`config.mk`:
```
export PLATFORM = sky130hd
export DESIGN_NAME = rf_wb_arbiter
export DESIGN_NICKNAME = d
export VERILOG_FILES = /design/src/rtl/rf_wb_arbiter.sv
export SDC_FILE = /design/constraint.sdc
export NUM_CORES = 1
export LEC_CHECK = 0
export CAP_MARGIN = 20
export CORE_ASPECT_RATIO = 0.9
export CORE_UTILIZATION = 41
export CTS_CLUSTER_DIAMETER = 200
export DETAILED_ROUTE_END_ITERATION = 10
export GPL_ROUTABILITY_DRIVEN = 0
export GPL_TIMING_DRIVEN = 0
export PLACE_DENSITY = 0.82
export SYNTH_ARGS = -nofsm -noshare
export SYNTH_HDL_FRONTEND = slang
export SYNTH_SLANG_ARGS = --single-unit
```
`constraint.sdc`:
```
create_clock -name clk_i -period 2.35 [get_ports clk_i]
set_input_delay 0.3525 -clock clk_i [delete_from_list [all_inputs] [get_ports clk_i]]
set_output_delay 0.3525 -clock clk_i [all_outputs]
set_load 0.02 [all_outputs]
```
`src/rtl/rf_wb_arbiter.sv`:
```
// rtl/rf_wb_arbiter.sv - integer register-file write-port arbiter with busy scoreboard
// Pipeline writes always win; mul/div and FPU share the leftover slots round-robin.
module rf_wb_arbiter #(
  parameter int NREG         = 32,
  parameter int XLEN         = 32,
  parameter int STARVE_LIMIT = 4
) (
  input  logic            clk_i,
  input  logic            reset_i,
  input  logic            pipe_we_i,
  input  logic [4:0]      pipe_waddr_i,
  input  logic [XLEN-1:0] pipe_wdata_i,
  input  logic            md_valid_i,
  input  logic [4:0]      md_waddr_i,
  input  logic [XLEN-1:0] md_wdata_i,
  output logic            md_ready_o,
  input  logic            fp_valid_i,
  input  logic [4:0]      fp_waddr_i,
  input  logic [XLEN-1:0] fp_wdata_i,
  output logic            fp_ready_o,
  input  logic            sb_set_i,
  input  logic [4:0]      sb_addr_i,
  input  logic [4:0]      rs1_addr_i,
  input  logic [4:0]      rs2_addr_i,
  input  logic [4:0]      rd_addr_i,
  input  logic            rs1_used_i,
  input  logic            rs2_used_i,
  input  logic            rd_used_i,
  output logic            hazard_o,
  output logic            wb_hold_o,
  output logic            reg_write_o,
  output logic [4:0]      waddr_o,
  output logic [XLEN-1:0] wdata_o
);

  typedef enum logic {GRANT_MD = 1'b0, GRANT_FP = 1'b1} grant_e;

  localparam logic [3:0] LIMIT = 4'(STARVE_LIMIT);

  grant_e          last_grant_q, last_grant_d;
  logic [NREG-1:0] busy_q, busy_d;
  logic [3:0]      starve_q, starve_d;

  logic claim;
  logic md_grant;
  logic fp_grant;

  assign claim      = pipe_we_i && (pipe_waddr_i != 5'd0);
  // Ready is offered without looking at the requester's own valid.
  assign md_ready_o = !claim && (!fp_valid_i || (last_grant_q == GRANT_FP));
  assign fp_ready_o = !claim && (!md_valid_i || (last_grant_q == GRANT_MD));
  assign md_grant   = md_ready_o && md_valid_i;
  assign fp_grant   = fp_ready_o && fp_valid_i;

  always_comb begin
    reg_write_o = 1'b0;
    waddr_o     = 5'd0;
    wdata_o     = '0;
    if (claim) begin
      reg_write_o = 1'b1;
      waddr_o     = pipe_waddr_i;
      wdata_o     = pipe_wdata_i;
    end else if (md_grant && (md_waddr_i != 5'd0)) begin
      reg_write_o = 1'b1;
      waddr_o     = md_waddr_i;
      wdata_o     = md_wdata_i;
    end else if (fp_grant && (fp_waddr_i != 5'd0)) begin
      reg_write_o = 1'b1;
      waddr_o     = fp_waddr_i;
      wdata_o     = fp_wdata_i;
    end
  end

  always_comb begin
    busy_d = busy_q;
    if (md_grant) busy_d[md_waddr_i] = 1'b0;
    if (fp_grant) busy_d[fp_waddr_i] = 1'b0;
    // Applied after the clears so a same-edge set survives.
    if (sb_set_i) busy_d[sb_addr_i] = 1'b1;
    busy_d[0] = 1'b0;
  end

  always_comb begin
    last_grant_d = last_grant_q;
    if (md_grant) last_grant_d = GRANT_MD;
    else if (fp_grant) last_grant_d = GRANT_FP;
  end

  always_comb begin
    starve_d = starve_q;
    if (md_grant || fp_grant || !(md_valid_i || fp_valid_i)) starve_d = 4'd0;
    else if (starve_q < LIMIT) starve_d = starve_q + 4'd1;
  end

  always_ff @(posedge clk_i) begin
    if (reset_i) begin
      busy_q       <= '0;
      last_grant_q <= GRANT_FP;
      starve_q     <= 4'd0;
    end else begin
      busy_q       <= busy_d;
      last_grant_q <= last_grant_d;
      starve_q     <= starve_d;
    end
  end

  assign hazard_o  = !reset_i && ((rs1_used_i && busy_q[rs1_addr_i]) ||
                                  (rs2_used_i && busy_q[rs2_addr_i]) ||
                                  (rd_used_i  && busy_q[rd_addr_i]));
  assign wb_hold_o = !reset_i && (starve_q == LIMIT);

endmodule
```
## Yosys cells after proc, flatten, opt, wreduce, memory -nomap -nowiden

Index checks and enable logic that the tools add are counted.

| word-level totals | value |
|---|---|
| bits of input ports | 140 |
| logic and storage cells | 80 |
| output and inout port bits | 42 |
| flip-flop bits (word level) | 37 |

| operators by class | value |
|---|---|
| order comparisons | 10 |
| mux-type cells | 26 |
| equal/unequal tests | 1 |
| add/sub/neg operators | 1 |
| bitwise operators | 6 |
| reductions and logical operators | 32 |

Operators by type and width:

| cell | number |
|---|---|
| 2-to-1 mux 32 bit | 6 |
| bitwise AND 32 bit | 2 |
| NOT 32 bit | 2 |
| less-than comparator 5 x 6 -> 1 bit (second input constant) | 6 |
| bitwise OR 32 bit | 1 |
| binary-select mux 1 bit (select 5 bit) | 3 |
| demux 1 bit (select 5 bit) | 3 |
| greater-or-equal comparator 5 x 1 -> 1 bit (second input constant) | 3 |
| logical AND 1 bit | 15 |
| 2-to-1 mux 5 bit | 3 |
| nonzero test 5 bit | 3 |
| 2-to-1 mux 1 bit | 11 |
| logical OR 1 bit | 7 |
| logical NOT 1 bit | 5 |
| adder 4 x 1 -> 4 bit (second input constant) | 1 |
| equality test 4 x 3 -> 1 bit (second input constant) | 1 |
| less-than comparator 4 x 3 -> 1 bit (second input constant) | 1 |
| nonzero test 2 bit | 1 |
| OR reduction 2 bit | 1 |
| NOT 1 bit | 1 |

## Depth between registers and ports, before layout

| depth | value |
|---|---|
| word-level depth | 11 |
| gate-level depth with buffers | 7 |
| depth with buffers taken out | 5 |

## Worst setup path before layout

Ideal clock, no wire load.

| path | value |
|---|---|
| kind | input to output |
| start point | in pipe_waddr_i[2] |
| end point | out wdata_o[15] |
| arrival time | 2.010 ns |
| slack | -0.013 ns |
| cell stages on the path | 6 |
| path buffers | 1 |
| data required time | 1.997 ns |
| cell sequence | or4_4 -> o21a_4 -> nor4b_4 -> buf_6 -> and2_1 -> a221o_1 |

| between the ends | value |
|---|---|
| word-level cells in the longest chain between the ends | 9 |
| elaborated cells on any way between the ends | 12 |
| those cells by class | mux: 3; reduce/logical: 9 |

RTL lines:

| element | RTL line | text |
|---|---|---|
| start: declaration | 11 | `input logic [4:0] pipe_waddr_i,` |
| nonzero test 5 bit (*) | 48 | `assign claim = pipe_we_i && (pipe_waddr_i != 5'd0);` |
| logical AND 1 bit (*) | 48 |  |
| logical NOT 1 bit | 50, 51 |  |
| logical AND 1 bit | 51 | `assign fp_ready_o = !claim && (!md_valid_i \|\| (last_grant_q == GRANT_MD));` |
| logical AND 1 bit | 53 | `assign fp_grant = fp_ready_o && fp_valid_i;` |
| logical AND 1 bit | 67 | `end else if (fp_grant && (fp_waddr_i != 5'd0)) begin` |
| 2-to-1 mux 32 bit | 67 |  |
| 2-to-1 mux 32 bit | 63 | `end else if (md_grant && (md_waddr_i != 5'd0)) begin` |
| 2-to-1 mux 32 bit (*) | 59 | `if (claim) begin` |
| end: declaration | 33 | `output logic [XLEN-1:0] wdata_o` |

Every way passes the cells marked *; elsewhere a longest branch is shown, timed or not.

## Final worst setup path

| path | value |
|---|---|
| start point | in pipe_waddr_i[1] |
| end point | out wdata_o[1] |

The elaborated chain is that of the path after synthesis.

==> out/summary.txt <==
worst path bufs/invs = 4
First DRT Iteration DRCs = 638
Yosys top cell by area = dfxtp_1
Seq cells post-synth = 36
Crit path depth = 9
Synth Area in XOR/XNOR = 0.2473%
routed length per placed instance = 21.10 um
Worst Hold Depth = 2
failing checks = setup timing
drt drc = 0
Initial Util = 43.06%
Simple-Gate Fraction of Synth Area = 30.88%
Slew HR = 52.74%
main area contributors after synthesis = dfxtp_1 (20%), a221o_1 (9.3%), mux4_2 (8.9%)
Static Leakage = 2.257 nW
family with the most delay on the worst path = simple AND/OR/NAND/NOR gates
outcome = complete, but fails checks
vias = 4807
htree depth = 2
Cell Area, Synth = 0.003541 mm^2
DRT Pass-1 Iters = 7
first-pass GRT wire length = 24500 um
die width = 99.96 um
type of the worst min-delay path = register to register
Total GRT Usage = 34.82%
Adder-Cell Fraction of Synth Area = 0.7067%
worst stage delay on the critical path = 0.55 ns
largest net degree at the start of global routing = 13
# hold bufs at CTS = 0
Max Cap Viol = 0
antenna viol nets, final = 0
Max VDD drop = 0.0002776 V
most used flip-flop cell after synthesis = dfxtp_1
Die Ht = 90.16 um
Critical Path RT = 2.00 ns
endpoint type of the worst setup path = primary output
TritonCTS Buffers = 5
I/O Pins = 182
crit path max fanout = 5
critical-path cell list = buf_6 -> or4_4 -> o21a_4 -> nor4b_4 -> buf_6 -> buf_6 -> and2_4 -> a221o_1 -> buf_6
clk buf depth = 2
Setup Skew = 0.005787 ns
clock latency on the worst-skew pair = 0.30 ns
Post-Syn Area per Cell = 8.103 um^2
post-synthesis mux area share = 13.92%
Max Slew Vio Count = 0
Post-Syn Instances = 437
Synth top area share = 20.35%
DR vias/cell = 6.367
Power Total = 0.002340 W
crit path launch type = primary input
Congestion Overflow GR = 0
crit path kind = primary input to primary output
ys async rst share = 0%
number of diodes = 0
antenna violations before repair = 0
CORE AREA = 0.008223 mm^2
period utilization = 113.2%
routed wire length = 15930 um
Reg area = 725.7 um^2
fin cells = 755
Unique masters post-synth = 58
Synth Area in Compound Gates = 28.41%
Worst Tran Pin Value = 0.7035 ns
largest family of logic cells by synthesized area = simple AND/OR/NAND/NOR gates
Multi-input gate area = 0.002746 mm^2
crit path DAT = 2.31 ns
Period minus WS final = 2.660 ns
clock root buffer = clkbuf_8
Worst-path clk slew = 0.07 ns
Reg2Reg Depth = 5
Worst path most repeated cell = buf_6
Layout area overhead = 68.02%
CTS tree = yes
sequential-to-total area share from yosys stat = 20.35%
cell area power density = 393.2 mW/mm^2
number of global-route vias before repair = 4664
Peak Freq = 0.3760 GHz
Final Setup Violations = 36
Final WS setup = -0.3098 ns
RSZ-0062 raised after global routing = yes
dpl cells = 726
Mapped Nets = 579
die area = 0.009012 mm^2
Total Nets Final = 781
Worst Hold Slack = 0.4992 ns
clk sinks = 36
Row Count = 31
yosys warns = 0
placed wire-length estimate = 11830 um
IO Port Bufs = 174
Post-synth EDFFs = 0
number of fill cells = 642
CP max-delay cell = or4_4
Fin. Hold Viols = 0
share of cells above drive strength 1 = 24.38%
==> layout make-up <==
| class | instances | area share, % |
|---|---|---|
| clock inverters | 3 | 1.514 |
| inverters | 12 | 0.7571 |
| multi-input cells | 357 | 46.16 |
| clock buffers | 5 | 1.157 |
| flip-flops and latches | 36 | 12.20 |
| repair buffers | 195 | 31.73 |
| plain buffers | 32 | 4.059 |
| well taps | 115 | 2.419 |
==> metrics by stage <==
step / utilization (%) / instance area [um^2] / TNS [ns] / setup WS [ns]
5_1_grt: 72.35 / 5949 / -10.10 / -0.3322
4_1_cts: 71.09 / 5846 / -7.140 / -0.2615
2_1_floorplan: - / 3541 / 0 / 0.02876
6_report: 72.35 / 5949 / -8.599 / -0.3098
3_3_place_gp: 65.99 / 5426 / -48.13 / -1.174
3_5_place_dp: 65.99 / 5426 / -48.72 / -1.153
==> synthesized netlist by cell type, types with 8 or more instances <==
master	number
o21ai_1	9
nor3b_1	9
and2_1	31
mux2i_1	11
nand2_1	51
nor3_1	9
nand2b_1	9
o221ai_1	17
clkbuf_1	21
a21oi_1	25
a221o_1	33
nand3b_1	8
dfxtp_1	36
mux4_2	14
inv_1	12
nor2_1	24
nand3_1	9
nor2b_1	12
nand4_1	9
==> layer usage <==
metal	vias to the layer above	global-route usage [%]	share of wire, %
met2	356	58.91	49
li1	2118	-	-
met3	59	7.854	9.8
met5	-	0	0
met1	2274	43.81	38
met4	0	10.29	3.0
==> timing repair <==
item,CTS,global route
pin swaps,15,8
setup endpoints to repair,42,41
buffers inserted,12,3
gates resized for setup,318,37
cloned,5,1
==> state kept, by name, indices dropped and copies added, names as in the netlist <==
signal        cells
last_grant_q      1
starve_q          4
busy_q           31
==> tightest hold or removal path: stages (launching register included) <==
cell	delay [ns]
dfxtp_1	0.32
o21ai_0	0.07
a21oi_1	0.06
==> layout by cell type (no fill, tap or decap), drive strengths merged, types with 14 or more instances in the layout <==
master	count
mux4	14
o221ai	17
and2	33
clkdlybuf4s50	117
nand2	51
nor2	24
buf	77
clkbuf	26
a221o	33
dfxtp	36
a21oi	26
==> where the power goes <==
part	internal [W]	switching, W
clock	0.000531	0.000232
combinational	0.000504	0.000439
sequential	0.000619	0.0000138
total	0.00165	0.000685
==> cells by family after synthesis <==
kind of cell	Yosys count
buffers and inverters	44
xor gates and xnor gates	1
adders and majority gates	2
and+or+nand+nor	197
DFF	36
AOI/OAI and AO/OA	126
muxes	31
==> worst paths after layout <==
kind / to / start / slack, ns
hold / removal: starve_q[1] / starve_q[1] / 0.50
setup / recovery: wdata_o[1] / pipe_waddr_i[1] / -0.31
setup reg to reg: busy_q[31] / last_grant_q / 0.54
hold reg to reg: starve_q[1] / starve_q[1] / 0.50
(Power assumes the default switching activity.)
